File: src/rtl/axi2core_slave.sv
// AXI4 slave that serialises read/write bursts into single-beat core requests.
// One AXI transaction and one core request are in flight at any time.
module axi2core_slave #(
    parameter int AXI4_ADDRESS_WIDTH = 32,
    parameter int AXI4_ID_WIDTH      = 16,
    parameter int AXI4_USER_WIDTH    = 10
) (
    input  logic                          clk_i,
    input  logic                          rst_i,
    input  logic [AXI4_ID_WIDTH-1:0]      aw_id_i,
    input  logic [AXI4_ADDRESS_WIDTH-1:0] aw_addr_i,
    input  logic [7:0]                    aw_len_i,
    input  logic [2:0]                    aw_size_i,
    input  logic [1:0]                    aw_burst_i,
    input  logic                          aw_valid_i,
    output logic                          aw_ready_o,
    input  logic [31:0]                   w_data_i,
    input  logic [3:0]                    w_strb_i,
    input  logic                          w_last_i,
    input  logic                          w_valid_i,
    output logic                          w_ready_o,
    output logic [AXI4_ID_WIDTH-1:0]      b_id_o,
    output logic [1:0]                    b_resp_o,
    output logic [AXI4_USER_WIDTH-1:0]    b_user_o,
    output logic                          b_valid_o,
    input  logic                          b_ready_i,
    input  logic [AXI4_ID_WIDTH-1:0]      ar_id_i,
    input  logic [AXI4_ADDRESS_WIDTH-1:0] ar_addr_i,
    input  logic [7:0]                    ar_len_i,
    input  logic [2:0]                    ar_size_i,
    input  logic [1:0]                    ar_burst_i,
    input  logic                          ar_valid_i,
    output logic                          ar_ready_o,
    output logic [AXI4_ID_WIDTH-1:0]      r_id_o,
    output logic [31:0]                   r_data_o,
    output logic [1:0]                    r_resp_o,
    output logic                          r_last_o,
    output logic [AXI4_USER_WIDTH-1:0]    r_user_o,
    output logic                          r_valid_o,
    input  logic                          r_ready_i,
    output logic                          data_req_o,
    input  logic                          data_gnt_i,
    input  logic                          data_rvalid_i,
    output logic [AXI4_ADDRESS_WIDTH-1:0] data_addr_o,
    output logic                          data_we_o,
    output logic [3:0]                    data_be_o,
    output logic [31:0]                   data_wdata_o,
    input  logic [31:0]                   data_rdata_i
);

    localparam logic [2:0] IDLE    = 3'd0;
    localparam logic [2:0] RD_REQ  = 3'd1;
    localparam logic [2:0] RD_WAIT = 3'd2;
    localparam logic [2:0] RD_RESP = 3'd3;
    localparam logic [2:0] WR_REQ  = 3'd4;
    localparam logic [2:0] WR_WAIT = 3'd5;
    localparam logic [2:0] WR_RESP = 3'd6;

    localparam logic PRIO_READ  = 1'b0;
    localparam logic [1:0] RESP_OKAY   = 2'b00;
    localparam logic [1:0] RESP_SLVERR = 2'b10;
    localparam logic [1:0] BURST_INCR  = 2'b01;

    logic [2:0]                    state_q;
    logic                          prio_q;
    logic [AXI4_ID_WIDTH-1:0]      id_q;
    logic [AXI4_ADDRESS_WIDTH-1:0] addr_q;
    logic [7:0]                    len_q;
    logic [7:0]                    beat_q;
    logic [1:0]                    burst_q;
    logic                          err_q;
    logic                          berr_q;
    logic [31:0]                   rdata_q;

    logic                          ar_hs;
    logic                          aw_hs;
    logic                          w_hs;
    logic                          last_beat;
    logic [AXI4_ADDRESS_WIDTH-1:0] next_addr;

    // Only 32-bit beats with FIXED or INCR bursts are serviced by the core.
    function automatic logic burst_err(input logic [2:0] size, input logic [1:0] burst);
        return (size != 3'b010) || burst[1];
    endfunction

    assign ar_ready_o = ~rst_i && (state_q == IDLE) && ar_valid_i
                        && ((prio_q == PRIO_READ) || ~aw_valid_i);
    assign aw_ready_o = ~rst_i && (state_q == IDLE) && aw_valid_i
                        && ((prio_q != PRIO_READ) || ~ar_valid_i);
    assign ar_hs      = ar_valid_i && ar_ready_o;
    assign aw_hs      = aw_valid_i && aw_ready_o;
    assign w_hs       = w_valid_i && w_ready_o;
    assign last_beat  = (beat_q == len_q);
    assign next_addr  = (burst_q == BURST_INCR) ? addr_q + AXI4_ADDRESS_WIDTH'(4) : addr_q;

    assign data_req_o   = ~err_q && ((state_q == RD_REQ) || ((state_q == WR_REQ) && w_valid_i));
    assign data_we_o    = (state_q == WR_REQ);
    assign data_addr_o  = addr_q & ~AXI4_ADDRESS_WIDTH'(3);
    assign data_be_o    = (state_q == WR_REQ) ? w_strb_i : 4'h0;
    assign data_wdata_o = (state_q == WR_REQ) ? w_data_i : 32'h0;
    assign w_ready_o    = (state_q == WR_REQ) && (err_q || data_gnt_i);

    assign r_valid_o = (state_q == RD_RESP);
    assign r_id_o    = id_q;
    assign r_data_o  = rdata_q;
    assign r_resp_o  = (r_valid_o && err_q) ? RESP_SLVERR : RESP_OKAY;
    assign r_last_o  = r_valid_o && last_beat;
    assign r_user_o  = '0;

    assign b_valid_o = (state_q == WR_RESP);
    assign b_id_o    = id_q;
    assign b_resp_o  = (b_valid_o && (err_q || berr_q)) ? RESP_SLVERR : RESP_OKAY;
    assign b_user_o  = '0;

    always_ff @(posedge clk_i or posedge rst_i) begin
        if (rst_i) begin
            state_q <= IDLE;
            prio_q  <= PRIO_READ;
            id_q    <= '0;
            addr_q  <= '0;
            len_q   <= '0;
            beat_q  <= '0;
            burst_q <= '0;
            err_q   <= 1'b0;
            berr_q  <= 1'b0;
            rdata_q <= '0;
        end else begin
            case (state_q)
                IDLE: begin
                    if (ar_hs) begin
                        id_q    <= ar_id_i;
                        addr_q  <= ar_addr_i;
                        len_q   <= ar_len_i;
                        burst_q <= ar_burst_i;
                        beat_q  <= '0;
                        err_q   <= burst_err(ar_size_i, ar_burst_i);
                        berr_q  <= 1'b0;
                        rdata_q <= '0;
                        prio_q  <= ~prio_q;
                        state_q <= RD_REQ;
                    end else if (aw_hs) begin
                        id_q    <= aw_id_i;
                        addr_q  <= aw_addr_i;
                        len_q   <= aw_len_i;
                        burst_q <= aw_burst_i;
                        beat_q  <= '0;
                        err_q   <= burst_err(aw_size_i, aw_burst_i);
                        berr_q  <= 1'b0;
                        prio_q  <= ~prio_q;
                        state_q <= WR_REQ;
                    end
                end
                RD_REQ: begin
                    if (err_q) begin
                        rdata_q <= '0;
                        state_q <= RD_RESP;
                    end else if (data_gnt_i) begin
                        state_q <= RD_WAIT;
                    end
                end
                RD_WAIT: begin
                    if (data_rvalid_i) begin
                        rdata_q <= data_rdata_i;
                        state_q <= RD_RESP;
                    end
                end
                RD_RESP: begin
                    if (r_ready_i) begin
                        if (last_beat) begin
                            state_q <= IDLE;
                        end else begin
                            beat_q  <= beat_q + 8'd1;
                            addr_q  <= next_addr;
                            state_q <= RD_REQ;
                        end
                    end
                end
                WR_REQ: begin
                    if (w_hs) begin
                        // The beat count terminates the burst; a misplaced w_last only taints B.
                        if (w_last_i != last_beat) berr_q <= 1'b1;
                        if (!err_q) begin
                            state_q <= WR_WAIT;
                        end else if (last_beat) begin
                            state_q <= WR_RESP;
                        end else begin
                            beat_q <= beat_q + 8'd1;
                            addr_q <= next_addr;
                        end
                    end
                end
                WR_WAIT: begin
                    if (data_rvalid_i) begin
                        if (last_beat) begin
                            state_q <= WR_RESP;
                        end else begin
                            beat_q  <= beat_q + 8'd1;
                            addr_q  <= next_addr;
                            state_q <= WR_REQ;
                        end
                    end
                end
                WR_RESP: begin
                    if (b_ready_i) state_q <= IDLE;
                end
                default: state_q <= IDLE;
            endcase
        end
    end

endmodule

File: config.mk
export PLATFORM = sky130hd
export DESIGN_NAME = axi2core_slave
export DESIGN_NICKNAME = d
export VERILOG_FILES = /design/src/rtl/axi2core_slave.sv
export SDC_FILE = /design/constraint.sdc
export NUM_CORES = 1
export LEC_CHECK = 0
export BUFFER_PORTS_ARGS = -buffer_cell sky130_fd_sc_hd__buf_4
export CAP_MARGIN = 10
export CORE_AREA = 2 2 141 143
export DETAILED_ROUTE_END_ITERATION = 10
export DIE_AREA = 0 0 143 145
export HOLD_SLACK_MARGIN = 0.12
export MAX_ROUTING_LAYER = met4
export PLACE_DENSITY = 0.74
export SETUP_SLACK_MARGIN = 0.4
export SLEW_MARGIN = 20
export SYNTH_ARGS = -nofsm -noshare
export SYNTH_HDL_FRONTEND = slang
export SYNTH_SLANG_ARGS = --single-unit
File: constraint.sdc
create_clock -name clk_i -period 4.15 [get_ports clk_i]
set_input_delay 0.83 -clock clk_i [delete_from_list [all_inputs] [get_ports clk_i]]
set_output_delay 0.83 -clock clk_i [all_outputs]
set_load 0.05 [all_outputs]
== Word-level counts from Yosys, hierarchy flattened ==
Cells that the tools add are included.

* Add/subtract/negate cells: 2
* Muxes and demuxes: 54
* Equality and inequality tests: 23
* Reductions and logical operators: 31
* Bitwise operators: 5

{| class="wikitable"
|+ Operator list
! kind !! number
|-
| $mux 32 || 12
|-
| $pmux 32 s4 || 1
|-
| $pmux 32 s3 || 1
|-
| $mux 8 || 9
|-
| $mux 3 || 11
|-
| $add 32x3->32 const B || 1
|-
| $mux 16 || 2
|-
| $pmux 8 s4 || 1
|-
| $pmux 3 s7 || 1
|-
| $logic_and 1x1->1 || 14
|-
| $mux 2 || 5
|-
| $ne 2x1->1 const B || 5
|-
| $eq 3x3->1 const B || 3
|-
| $mux 1 || 9
|-
| $ne 3x2->1 const B || 3
|-
| $add 8x1->8 const B || 1
|-
| $eq 8x8->1 || 1
|-
| $ne 2x2->1 const B || 4
|-
| $reduce_and 4->1 || 2
|-
| $reduce_and 8->1 || 1
|-
| $logic_or 1x1->1 || 7
|-
| $eq 3x2->1 const B || 2
|-
| $ne 3x3->1 const B || 2
|-
| $reduce_and 6->1 || 1
|-
| other kinds (11) || 16
|}

* Bits of input ports: 200
* Register bits after elaboration: 104
* Output and inout port bits: 164
* Logic and storage cells: 125

== Longest topological paths before layout ==
* Depth after elaboration: 8
* Gate-level depth with buffers: 11
* Depth with buffers taken out: 7

== Least setup slack after synthesis ==
OpenSTA, ideal clock, no wires.

* Kind: reg2out
* From: reg state_q[0]
* To: out b_resp_o[1]
* Data required time: 3320 ps
* Stages on the path, launching flop included: 4
* Buffers on the path: 1
* Arrival time: 2331 ps
* Setup slack: 989 ps
* Cells stage by stage: dfrtp_1 > clkbuf_1 > nor3_1 > o21a_1

* Word-level cells in the longest chain between the ends: 3

{| class="wikitable"
|+ RTL lines
! element !! RTL line !! RTL
|-
| start: declaration || 64 || <nowiki>logic [2:0] state_q;</nowiki>
|-
| start signal: assignment || 117 || <nowiki>state_q <= IDLE;</nowiki>
|-
| start signal: assignment || 140 || <nowiki>state_q <= RD_REQ;</nowiki>
|-
| start signal: assignment || 150 || <nowiki>state_q <= WR_REQ;</nowiki>
|-
| $eq 3x3->1 || 110 || <nowiki>assign b_valid_o = (state_q == WR_RESP);</nowiki>
|-
| net b_valid_o || 25 || <nowiki>output logic b_valid_o,</nowiki>
|-
| $logic_and 1x1->1 || 112 || <nowiki>assign b_resp_o = (b_valid_o && (err_q || berr_q)) ? RESP_SLVERR : RESP_OKAY;</nowiki>
|-
| $mux 2 || 112 ||
|-
| end: declaration || 23 || <nowiki>output logic [1:0] b_resp_o,</nowiki>
|}

The timed path passes the listed nets, and every way through them passes these cells.

== Worst setup path after layout ==
* From: reg state_q[2]
* To: reg addr_q[3]

* Word-level cells in the longest chain between the ends: 7
* Elaborated cells on any way between the ends: 22
* Classes of those cells: 8 x eq/ne; 2 x mux; 12 x reduce/logical

{| class="wikitable"
|+ RTL lines
! element !! RTL line !! RTL
|-
| $logic_not 3->1 || 86, 88, 128 ||
|-
| $logic_and 1x1->1 || 86, 88 ||
|-
| $logic_and 1x1->1 (on tied branches) || 86, 88 ||
|-
| $logic_and 1x1->1 (on tied branches) || 87, 89 ||
|-
| $logic_and 1x1->1 (on tied branches) || 90, 91 ||
|-
| $ne 3x3->1 (no line) / $mux 32 (equally long branches) || n/a ||
|-
| $reduce_and 6->1 (no line) / $pmux 32 s4 (equally long branches) || n/a ||
|-
| end signal: assignment || 132 || <nowiki>addr_q <= ar_addr_i;</nowiki>
|-
| end signal: assignment || 143 || <nowiki>addr_q <= aw_addr_i;</nowiki>
|-
| end signal: assignment || 173 || <nowiki>addr_q <= next_addr;</nowiki>
|-
| end: declaration || 67 || <nowiki>logic [AXI4_ADDRESS_WIDTH-1:0] addr_q;</nowiki>
|}

Parallel ways exist; a longest one is shown, timed or not.
A chain may end at the register's enable or synchronous reset.

==> flow_metrics.py <==
metrics = {
    "floorplan": {
        "initial_core_util_pct": 33.2,
        "die_y_um": 145,
        "io_pins": 364,
        "dieArea_mm2": 0.0207,
        "coreArea_mm2": 0.0192,
        "rows": 51,
        "die_w_um": 143,
    },
    "power": {
        "power_leakage_uw": 0.00437,
        "ir_drop_uv": 507,
        "power_uw": 7740,
        "cellPowerDensity_mw_per_mm2": 837,
    },
    "synth": {
        "synth_top_area_share_pct": 40.1,
        "ys.flop_type": "dfrtp_1",
        "synth_area_mm2": 0.00637,
        "synth_area_leader_cell": "dfrtp_1",
        "netlist_top_cells_area": "dfrtp_1 (40%), nand2_1 (8.8%), nand3_1 (4.9%)",
        "ys_seq_area_share_pct": 40.1,
        "async_flop_share_pct": 100,
        "synth_cells": 812,
        "synth-edff-count": 0,
        "avgSynthCellArea_um2": 7.85,
        "yosysUniqueCellTypes": 67,
        "synth_seq_cells": 102,
        "ys_warn_count": 0,
    },
    "route": {
        "drt_iter0_drc": 457,
        "wire_per_inst_um": 16.8,
        "wl_um": 23000,
        "dr.pass1.iters": 5,
        "drc": 0,
        "postRouteAntennaNets": 0,
        "vias_per_cell": 5.01,
        "vias": 6875,
    },
    "placement": {
        "gp_congestion": 0.929,
        "dp_slack_ps": 995,
        "placed_cell_area_mm2": 0.00893,
        "io_buffers": 335,
        "dp.final_hpwl_um": 17200,
    },
    "sta": {
        "worst_slew_pin_slew_ps": 745,
        "worst_slack_ps": 1090,
        "layout_min_cycle_time_ps": 3060,
        "setup_violations": 0,
        "rsz0062_at_grt": "no",
        "fin_setup_tns_ps": 0,
        "drv_slew": 0,
        "period_share_pct": 73.8,
        "clock_skew_ps": 14.2,
        "max-slew-margin-rel_pct": 50.4,
        "fin_hold_ws_ps": 501,
        "final_hold_viol_count": 0,
        "max_clock_freq_mhz": 326,
    },
    "critical_path": {
        "crit_path_end_kind": "register",
        "startpoint_type": "register",
        "cp.required_ps": 4380,
        "crit_type": "register to register",
        "cp_max_fo": 17,
        "arrival_ps": 3300,
        "cp_slowest_stage_delay_ps": 780,
        "path_cells": "inv_1 -> o2111ai_1 -> o211ai_2 -> or3_1 -> a21oi_2 -> mux2_2",
        "cp_top_family": "compound AO/OA/AOI/OAI gates",
        "crit_slowest_cell": "dfrtp_1",
        "cp.buffers_inverters": 1,
    },
    "clock_tree": {
        "root_buffer": "clkbuf_16",
        "cts_buffer_depth": 2,
        "cts-hold-fix-buffers": 0,
        "cts_resized": 0,
        "cts_sinks": 102,
        "numCtsBuffers": 9,
        "clk_latency_ps": 360,
        "cts_max_level": 3,
        "cts_tree": "yes",
        "postCtsSetupBuffers": 0,
        "clk_pin_slew_ps": 70,
    },
    "outcome": {
        "outcome": "finished clean",
    },
    "finish": {
        "syn2layout_area_growth_pct": 45.1,
        "n_fill_cell": 1852,
        "fin_area_mm2": 0.00924,
        "nNetsFinal": 1303,
        "antennaDiodeCount": 0,
        "layout-drive-gt1-share_pct": 35.2,
        "layout_common_cells": "buf_4 (349), nand2_1 (149), dfrtp_1 (102), nand3_1 (61), nor2_1 (54)",
        "layout_commonest_cell": "buf_4",
    },
    "flow_run": {
        "maxCapViolCount": 0,
    },
    "global_routing": {
        "grt_max_degree": 82,
        "grt_overflow": 0,
        "grt_antenna_before_repair": 0,
        "grt_pass1_vias": 6597,
        "grt_pass1_wl_um": 36100,
        "grt_usage_pct": 22.5,
    },
    "worst_hold_path": {
        "min_path_type": "register to register",
    },
}
## area by class of cell
type / count / area, um^2 / share of cell area [%]
Clock inverter: 6 / 73.8 / 0.799
Inverter: 40 / 155 / 1.68
Sequential cell: 102 / 2550 / 27.6
Timing Repair Buffer: 349 / 2620 / 28.4
Multi-Input combinational cell: 599 / 3270 / 35.4
Tap cell: 265 / 332 / 3.59
Clock buffer: 10 / 239 / 2.59
## routing by layer
metal / routed length [um] / global-route usage (%) / vias to the layer above / part of all wire (%)
met4: 378 / 5.25 / 0 / 1.6
met2: 10900 / 35.6 / 282 / 47
met5: 0 / - / - / 0
met3: 1590 / 3.99 / 29 / 6.9
met1: 10100 / 30.1 / 3227 / 44
li1: - / - / 3337 / -
## synthesized netlist by cell type, drive strengths merged, types with 5 or more instances
master and instances:
nand4 8, xnor2 10, a21oi 43, o21ai 56
inv 40, nor4 6, o31ai 14, dfrtp 102
a31oi 35, nand2b 6, buf 58, a22o 5
and2 38, clkbuf 36, nand2 149, nor2 54
nand3 62, nor3 14
## metrics by stage
| step | std cells | util [%] |
|---|---|---|
| after floorplan | 835 | - |
| after global placement | 1355 | 46.5 |
| after detailed placement | 1355 | 46.5 |
| after CTS | 1371 | 48.1 |
| after global routing | 1371 | 48.1 |
| final | 1371 | 48.1 |
## state kept, by name, summed over array words and instances, names as in the netlist
name      count
addr_q       30
b_id_o       16
beat_q        8
berr_q        1
burst_q       2
err_q         1
len_q         8
prio_q        1
r_data_o     32
state_q       3
## logic make-up after synthesis
family	count (synthesis)	synth area share (%)
and+or+nand+nor	363	26.8
buffers and inverters	134	10.7
other	1	0.0589
DFF	102	40.1
AOI/OAI and AO/OA	194	19.6
adders and majority gates	2	0.393
muxes	6	0.982
xor gates and xnor gates	10	1.37
## power by group
group / internal [uW] / switching (uW)
Combinational: 1480 / 3360
Sequential: 1470 / 518
Clock: 495 / 406
Total: 3450 / 4290
## final timing paths
kind | slack, ps | from | cells past startpoint | end
worst max register to register | 1090 | state_q[2] | 6 | addr_q[3]
worst max-delay path | 1090 | state_q[2] | 6 | addr_q[3]
worst min register to register | 500 | prio_q | 1 | prio_q
worst min-delay path | 500 | prio_q | 1 | prio_q
min in group asynchronous | 640 | rst_i | 2 | r_data_o[3]
max in group asynchronous | 2690 | rst_i | 3 | addr_q[3]
No activity file was read; power rests on OpenSTA's default activity.
